[src/rtl/cpu_axi_arbiter_pkg.sv]
// Shared types for the CPU-side AXI arbiter: FSM states, owner encoding,
// SRAM-like access sizes and the latched request record.
package cpu_axi_pkg;

    typedef enum logic [2:0] {
        ST_IDLE    = 3'd0,
        ST_RD_ADDR = 3'd1,
        ST_RD_DATA = 3'd2,
        ST_WR_ADDR = 3'd3,
        ST_WR_RESP = 3'd4
    } state_t;

    typedef enum logic {
        OWN_INST = 1'b0,
        OWN_DATA = 1'b1
    } owner_t;

    localparam logic [1:0] SZ_BYTE = 2'd0;
    localparam logic [1:0] SZ_HALF = 2'd1;
    localparam logic [1:0] SZ_WORD = 2'd2;

    typedef struct packed {
        owner_t      owner;
        logic [1:0]  size;
        logic [31:0] addr;
        logic [31:0] wdata;
        logic [3:0]  wstrb;
    } req_t;

endpackage

[src/rtl/cpu_axi_arbiter_wstrb_gen.sv]
// Byte-lane strobe decode from access size and the low address bits.
module axi_wstrb_gen
    import cpu_axi_pkg::*;
(
    input  logic [1:0] i_size,
    input  logic [1:0] i_addr,
    output logic [3:0] o_wstrb
);

    always_comb begin
        o_wstrb = 4'b1111;
        case (i_size)
            SZ_BYTE: o_wstrb = 4'b0001 << i_addr;
            SZ_HALF: o_wstrb = i_addr[1] ? 4'b1100 : 4'b0011;
            default: o_wstrb = 4'b1111;
        endcase
    end

endmodule

[src/rtl/cpu_axi_arbiter.sv]
// Shares one AXI master between the instruction and data SRAM-like ports.
// One transaction in flight; data wins over instruction on a tie.
module cpu_axi_arbiter
    import cpu_axi_pkg::*;
#(
    parameter logic [3:0] INST_ID = 4'd0,
    parameter logic [3:0] DATA_ID = 4'd1
) (
    input  logic        aclk,
    input  logic        aresetn,
    input  logic        inst_req,
    input  logic [31:0] inst_addr,
    output logic        inst_addr_ok,
    output logic        inst_data_ok,
    input  logic        data_req,
    input  logic        data_wr,
    input  logic [1:0]  data_size,
    input  logic [31:0] data_addr,
    input  logic [31:0] data_wdata,
    output logic        data_addr_ok,
    output logic        data_data_ok,
    output logic [31:0] cpu_rdata,
    output logic [3:0]  arid,
    output logic [31:0] araddr,
    output logic [2:0]  arsize,
    output logic        arvalid,
    input  logic        arready,
    input  logic [31:0] rdata,
    input  logic        rvalid,
    output logic        rready,
    output logic [31:0] awaddr,
    output logic [2:0]  awsize,
    output logic        awvalid,
    input  logic        awready,
    output logic [31:0] wdata,
    output logic [3:0]  wstrb,
    output logic        wvalid,
    input  logic        wready,
    input  logic        bvalid,
    output logic        bready
);

    state_t      r_state;
    state_t      w_state_nxt;
    req_t        r_req;
    req_t        w_acc_req;
    logic        r_aw_done;
    logic        r_w_done;
    logic        r_inst_ok;
    logic        r_data_ok;
    logic [31:0] r_rdata;

    logic        w_idle;
    logic        w_data_acc;
    logic        w_inst_acc;
    logic        w_acc;
    logic [1:0]  w_acc_size;
    logic [31:0] w_acc_addr;
    logic [3:0]  w_acc_wstrb;
    logic        w_aw_fire;
    logic        w_w_fire;
    logic        w_aw_done_nxt;
    logic        w_w_done_nxt;

    assign w_idle     = (r_state == ST_IDLE);
    assign w_data_acc = w_idle && data_req;
    assign w_inst_acc = w_idle && inst_req && !data_req;
    assign w_acc      = w_data_acc || w_inst_acc;

    // Gated by reset so the handshakes stay low while reset is held.
    assign data_addr_ok = aresetn && w_data_acc;
    assign inst_addr_ok = aresetn && w_inst_acc;

    assign w_acc_size = w_data_acc ? data_size : SZ_WORD;
    assign w_acc_addr = w_data_acc ? data_addr : inst_addr;

    axi_wstrb_gen u_wstrb_gen (
        .i_size  (w_acc_size),
        .i_addr  (w_acc_addr[1:0]),
        .o_wstrb (w_acc_wstrb)
    );

    always_comb begin
        w_acc_req       = '0;
        w_acc_req.owner = w_data_acc ? OWN_DATA : OWN_INST;
        w_acc_req.size  = w_acc_size;
        w_acc_req.addr  = w_acc_addr;
        w_acc_req.wdata = w_data_acc ? data_wdata : 32'd0;
        w_acc_req.wstrb = w_acc_wstrb;
    end

    assign w_aw_fire     = (r_state == ST_WR_ADDR) && !r_aw_done && awready;
    assign w_w_fire      = (r_state == ST_WR_ADDR) && !r_w_done && wready;
    assign w_aw_done_nxt = r_aw_done || w_aw_fire;
    assign w_w_done_nxt  = r_w_done || w_w_fire;

    always_ff @(posedge aclk or negedge aresetn) begin
        if (!aresetn) r_state <= ST_IDLE;
        else          r_state <= w_state_nxt;
    end

    always_comb begin
        w_state_nxt = r_state;
        arvalid     = 1'b0;
        rready      = 1'b0;
        awvalid     = 1'b0;
        wvalid      = 1'b0;
        bready      = 1'b0;
        case (r_state)
            ST_IDLE: begin
                if (w_acc) w_state_nxt = (w_data_acc && data_wr) ? ST_WR_ADDR : ST_RD_ADDR;
            end
            ST_RD_ADDR: begin
                arvalid = 1'b1;
                if (arready) w_state_nxt = ST_RD_DATA;
            end
            ST_RD_DATA: begin
                rready = 1'b1;
                if (rvalid) w_state_nxt = ST_IDLE;
            end
            ST_WR_ADDR: begin
                // AW and W retire independently; leave once both have.
                awvalid = !r_aw_done;
                wvalid  = !r_w_done;
                if (w_aw_done_nxt && w_w_done_nxt) w_state_nxt = ST_WR_RESP;
            end
            ST_WR_RESP: begin
                bready = 1'b1;
                if (bvalid) w_state_nxt = ST_IDLE;
            end
            default: w_state_nxt = ST_IDLE;
        endcase
    end

    always_ff @(posedge aclk or negedge aresetn) begin
        if (!aresetn) begin
            r_req     <= '0;
            r_aw_done <= 1'b0;
            r_w_done  <= 1'b0;
            r_inst_ok <= 1'b0;
            r_data_ok <= 1'b0;
            r_rdata   <= 32'd0;
        end else begin
            r_inst_ok <= 1'b0;
            r_data_ok <= 1'b0;
            if (w_acc) begin
                r_req     <= w_acc_req;
                r_aw_done <= 1'b0;
                r_w_done  <= 1'b0;
            end
            if (w_aw_fire) r_aw_done <= 1'b1;
            if (w_w_fire)  r_w_done  <= 1'b1;
            if (r_state == ST_RD_DATA && rvalid) begin
                r_rdata   <= rdata;
                r_inst_ok <= (r_req.owner == OWN_INST);
                r_data_ok <= (r_req.owner == OWN_DATA);
            end
            if (r_state == ST_WR_RESP && bvalid) r_data_ok <= 1'b1;
        end
    end

    assign inst_data_ok = r_inst_ok;
    assign data_data_ok = r_data_ok;
    assign cpu_rdata    = r_rdata;

    assign arid   = (r_req.owner == OWN_DATA) ? DATA_ID : INST_ID;
    assign araddr = r_req.addr;
    assign arsize = {1'b0, r_req.size};
    assign awaddr = r_req.addr;
    assign awsize = {1'b0, r_req.size};
    assign wdata  = r_req.wdata;
    assign wstrb  = r_req.wstrb;

endmodule

[config.mk]
export PLATFORM = sky130hd
export DESIGN_NAME = cpu_axi_arbiter
export DESIGN_NICKNAME = d
export VERILOG_FILES = /design/src/rtl/cpu_axi_arbiter_pkg.sv /design/src/rtl/cpu_axi_arbiter_wstrb_gen.sv /design/src/rtl/cpu_axi_arbiter.sv
export SDC_FILE = /design/constraint.sdc
export NUM_CORES = 1
export LEC_CHECK = 0
export BUFFER_PORTS_ARGS = -buffer_cell sky130_fd_sc_hd__buf_2
export CORE_MARGIN = 2
export CORE_UTILIZATION = 26
export CTS_CLUSTER_SIZE = 28
export DETAILED_ROUTE_END_ITERATION = 7
export MAX_ROUTING_LAYER = met4
export REMOVE_ABC_BUFFERS = 1
export SETUP_SLACK_MARGIN = 0.5
export SYNTH_ARGS = -nofsm -noshare
export SYNTH_HDL_FRONTEND = slang
export SYNTH_SLANG_ARGS = --single-unit
[constraint.sdc]
create_clock -name aclk -period 3.1 [get_ports aclk]
set_clock_uncertainty 0.1 [all_clocks]
set_input_delay 0.465 -clock aclk [delete_from_list [all_inputs] [get_ports aclk]]
set_output_delay 0.465 -clock aclk [all_outputs]
set_load 0.05 [all_outputs]
-- Word level (Yosys, flattened, before mapping)
Cells that the tools add are included.
- logic and storage cells: 72
- output and inout bits: 151
- input port bits: 140
- register bits: 110
- equal/unequal tests: 10
- bitwise gates (word level): 1
- muxes and demuxes: 25
- shifts and indexed selects: 1
- reduce and logical (&&, ||, !) cells: 24
- operators with widths (cell ; number):
    $mux 32 ; 2
    $mux 3 ; 5
    $pmux 3 s5 ; 1
    $logic_and 1x1->1 ; 13
    $mux 1 ; 13
    $pmux 4 s2 ; 1
    $eq 3x2->1 const B ; 2
    $ne 2x2->1 const B ; 3
    $reduce_and 5->1 ; 1
    $mux 2 ; 2
    $mux 4 ; 1
    $ne 2x1->1 const B ; 2
    $reduce_bool 2->1 ; 2
    $shl 1x2->4 const A ; 1
    $eq 3x1->1 const B ; 1
    $eq 3x3->1 const B ; 1
    $logic_not 1->1 ; 3
    $logic_not 3->1 ; 1
    $logic_or 1x1->1 ; 3
    $eq 2x1->1 const B ; 1
    $logic_not 2->1 ; 1
    $not 1->1 ; 1

-- Depth between registers and ports, before layout
- word-level depth: 7
- gate-level depth with buffers: 5
- mapped depth without buffers: 3

-- By module
From an unflattened synthesis, not the netlist that was laid out.
- cell total of the unflattened synthesis: 397
- area total of the unflattened synthesis: 4828.4 um^2
- modules (own cells, without submodules) (module ; sequential area each (um^2) ; cells an instance ; instances ; area each (um^2)):
    cpu_axi_arbiter ; 2752.6 ; 390 ; 1 ; 4784.6
    axi_wstrb_gen ; 0.0 ; 7 ; 1 ; 43.8

-- Worst setup path after synthesis
OpenSTA, ideal clock, no wires.
- path type: register to output
- start: reg r_state[1]
- end: out inst_addr_ok
- cell stages (with the launch flop): 5
- data required time: 2.535 ns
- buffers on the path: 1
- arrival time: 2.047 ns
- slack: 0.488 ns
- cells stage by stage: dfrtp_1 -> buf_2 -> nor3_2 -> nand2_1 -> nor3b_1
- word-level cells in the longest chain between the ends: 4
- ends and longest elaborated chain (element ; RTL line ; source):
    start, declared ; cpu_axi_arbiter.sv:43 ; state_t r_state;
    start signal, assigned ; cpu_axi_arbiter.sv:99 ; else r_state <= w_state_nxt;
    $logic_not 3->1 ; cpu_axi_arbiter.sv:65 ; assign w_idle = (r_state == ST_IDLE);
    $logic_and 1x1->1 (2 in series) ; cpu_axi_arbiter.sv:67 ; assign w_inst_acc = w_idle && inst_req && !data_req;
    $logic_and 1x1->1 ; cpu_axi_arbiter.sv:72 ; assign inst_addr_ok = aresetn && w_inst_acc;
    end, declared ; cpu_axi_arbiter.sv:13 ; output logic inst_addr_ok,
Every way passes these cells.

-- Final worst setup path
- start: reg r_state[2]
- end: out inst_addr_ok
The elaborated chain is that of the path after synthesis.

==> flow_summary_export.csv <==
group,metric,value,unit
floorplan,die_w,141.3,um
layout,drive_gt1_share,59.53,%
cts,cts_max_level,3,
yosys,yosys_warnings,0,
layout,syn_to_final_growth,34.69,%
timing,rsz0062_at_grt,"true",
floorplan,die_y,141.3,um
critical_path,crit_chain,"nor3_2 -> nand2_1 -> nor3b_1 -> buf_2",
yosys,synth-edff-count,0,
drt,via_per_inst,4.365,
job,cap_violations,0,
drt,first_iter_violations,96,
yosys,synth.avg_cell_area,14.26,um^2
cts,cts_sinks,110,
critical_path,critical_path.max_stage_delay,0.51,ns
yosys,synthArstFlopShare,100.0,%
yosys,synthTopCellsByCount,"dfrtp_1 (110), mux2_1 (58), buf_4 (45)",
placed_design,place.detailed.hpwl,9.363,mm
global_route,grt_pass1_vias,3738,
floorplan,std_cell_rows,50,
global_route,met3_usage,3.004,%
timing,worst_slew_pin_slew,0.7414,ns
timing,setup_ws,0.5954,ns
critical_path,cp-start-kind,"register",
yosys,synth.area.top_cells,"dfrtp_1 (56%), mux2_1 (13%), mux2_2 (9.6%)",
critical_path,critical_path_class,"reg2out",
critical_path,crit_slowest_cell,"dfrtp_1",
timing,fin_crit_sh,80.79,%
timing,hold_viol_final,0,
yosys,seq_area_frac_synth,56.12,%
floorplan,core,18580,um^2
yosys,synth_ff_type,"dfrtp_1",
global_route,antenna_found_initial,1,
cts,cts_inserted_buffers,9,
yosys,yosysUniqueCellTypes,30,
layout,fin_nets,734,
yosys,yosys_register_bits,110,
layout,fillers,1885,
global_route,grt_pass1_wl,19.84,mm
cts,clock_path_buffers,2,
timing,fmax,399.3,MHz
critical_path,critPathArrivalTime,1.94,ns
cts,root_buffer,"clkbuf_16",
drt,drt_first_pass_iters,3,
floorplan,die_area,19980,um^2
timing,max_slew_margin,50.57,%
global_route,grtUsageTotal,13.37,%
global_route,use_met2,23.05,%
drt,drt_wl_total,13.14,mm
placed_design,port_buffers,285,
yosys,yosys.area.top_type,"dfrtp_1",
placed_design,place.gp.congestion,0.7164,
critical_path,worstPathMaxFanout,9,
placed_design,pre_cts_ws,0.7737,ns
floorplan,start_util,26.40,%
run_status,outcome,"complete, no violations",
worst_hold_path,hold_class,"in2async",
timing,report.final.slew_viol_count,0,
cts,clock_latency,0.35,ns
drt,drc,0,
critical_path,required,2.53,ns
cts,cts_tree,"done",
global_route,busiest_layer,"met2",
yosys,syn_area,4905,um^2
yosys,syn_inst,344,
cts,clk_pin_slew_worst_paths,0.07,ns
global_route,use_met1,15.37,%
timing,setup_viol,0,
drt,antenna_left,0,
yosys,synth_top_area_share,56.12,%
floorplan,num_io_pins,291,
critical_path,endpoint_kind,"output pin",
timing,whs,0.2153,ns
yosys,synth_most_common_cell,"dfrtp_1",
drt,avgRoutedWirePerCell,15.78,um
global_route,grt_max_degree,58,
timing,period_minus_slack,2.505,ns
global_route,grt_overflow,0,
drt,vias,3636,
==> what timing repair did <==
action,in CTS,in global routing
pin swaps,1,1
endpoints found under the setup margin,1,2
gates resized for setup,0,1
buffers inserted,1,0
hold buffers,0,0
cloned,1,0
hold endpoints to repair,0,0
==> placed cells by master, fill, tap and decap left out, types with 2 or more instances in the layout <==
master | synthesis | routed
clkbuf_16 | 0 | 9
nand2b_1 | 2 | 2
conb_1 | 1 | 5
mux2_1 | 58 | 58
a31oi_1 | 2 | 2
dfrtp_1 | 110 | 109
clkbuf_8 | 0 | 2
o21ai_0 | 2 | 2
clkinvlp_4 | 0 | 3
a21oi_1 | 4 | 4
mux2_2 | 42 | 42
nand3b_1 | 2 | 2
nor2_1 | 4 | 4
buf_4 | 45 | 8
nor3b_1 | 5 | 5
nor4b_4 | 2 | 2
inv_1 | 3 | 3
buf_2 | 6 | 284
a22o_1 | 36 | 36
==> state kept, by name, indices dropped and copies added, names as in the netlist, 2 cells and up <==
| signal | cells |
|---|---|
| r_state | 3 |
| arsize | 2 |
| araddr | 32 |
| cpu_rdata | 32 |
| wdata | 32 |
| wstrb | 4 |
==> path summary, 6_finish.rpt <==
| check | from | to | slack, ns | cells past startpoint |
|---|---|---|---|---|
| max | r_state[2] | inst_addr_ok | 0.60 | 4 |
| min | aresetn | wdata[3] | 0.22 | 2 |
| max reg2reg | r_state[0] | araddr[10] | 1.05 | 5 |
| min reg2reg | wdata[23] | wdata[23] | 0.39 | 1 |
| max in group asynchronous | aresetn | r_state[0] | 2.14 | 2 |
| min in group aclk | data_wdata[4] | wdata[4] | 0.24 | 2 |
==> stage by stage <==
step / setup TNS [ns] / cell area [um^2] / std cells / utilization (%)
finish: 0 / 6606 / 833 / 35.56
global route: 0 / 6606 / 833 / 35.56
CTS: 0 / 6603 / 832 / 35.54
detailed placement: 0 / 6279 / 815 / 33.79
global placement: 0 / 6279 / 815 / 33.79
floorplan: -13.15 / 4484 / 289 / -
==> worst max-delay path, delay by kind of cell (launching register included) <==
family | cells | cell delay, ns
buffers and inverters | 1 | 0.31
flip-flops | 1 | 0.51
AND/OR/NAND/NOR | 3 | 0.78
==> cells by family (layout without fill, tap and decap cells) <==
family | after synthesis | count (layout) | synth area share (%)
other | 1 | 6 | 0.07646
and+or+nand+nor | 21 | 21 | 3.418
buffers and inverters | 62 | 312 | 9.107
muxes | 101 | 101 | 23.16
AOI/OAI and AO/OA | 49 | 49 | 8.112
DFF | 110 | 110 | 56.12
==> layout make-up <==
class	instances	area, um^2	share of cell area (%)
multi-input combinational	176	1728	26.16
antenna	1	2.502	0.03788
tap	234	292.8	4.432
sequential	110	2754	41.69
clock buffer	11	252.7	3.826
inverter	3	11.26	0.1705
clock inverter	4	31.28	0.4735
timing repair buffer	294	1534	23.22
==> layer usage <==
layer / routed length [um] / share of wire (%) / vias up
met5: 0 / 0 / -
met4: 171 / 1.3 / 0
met3: 919 / 7.0 / 9
met2: 6492 / 49 / 182
met1: 5558 / 42 / 1752
li1: - / - / 1693
Power is left out: the tool's default activity adds up to more than one toggle a clock period on the data nets, which glitch-free logic cannot reach.
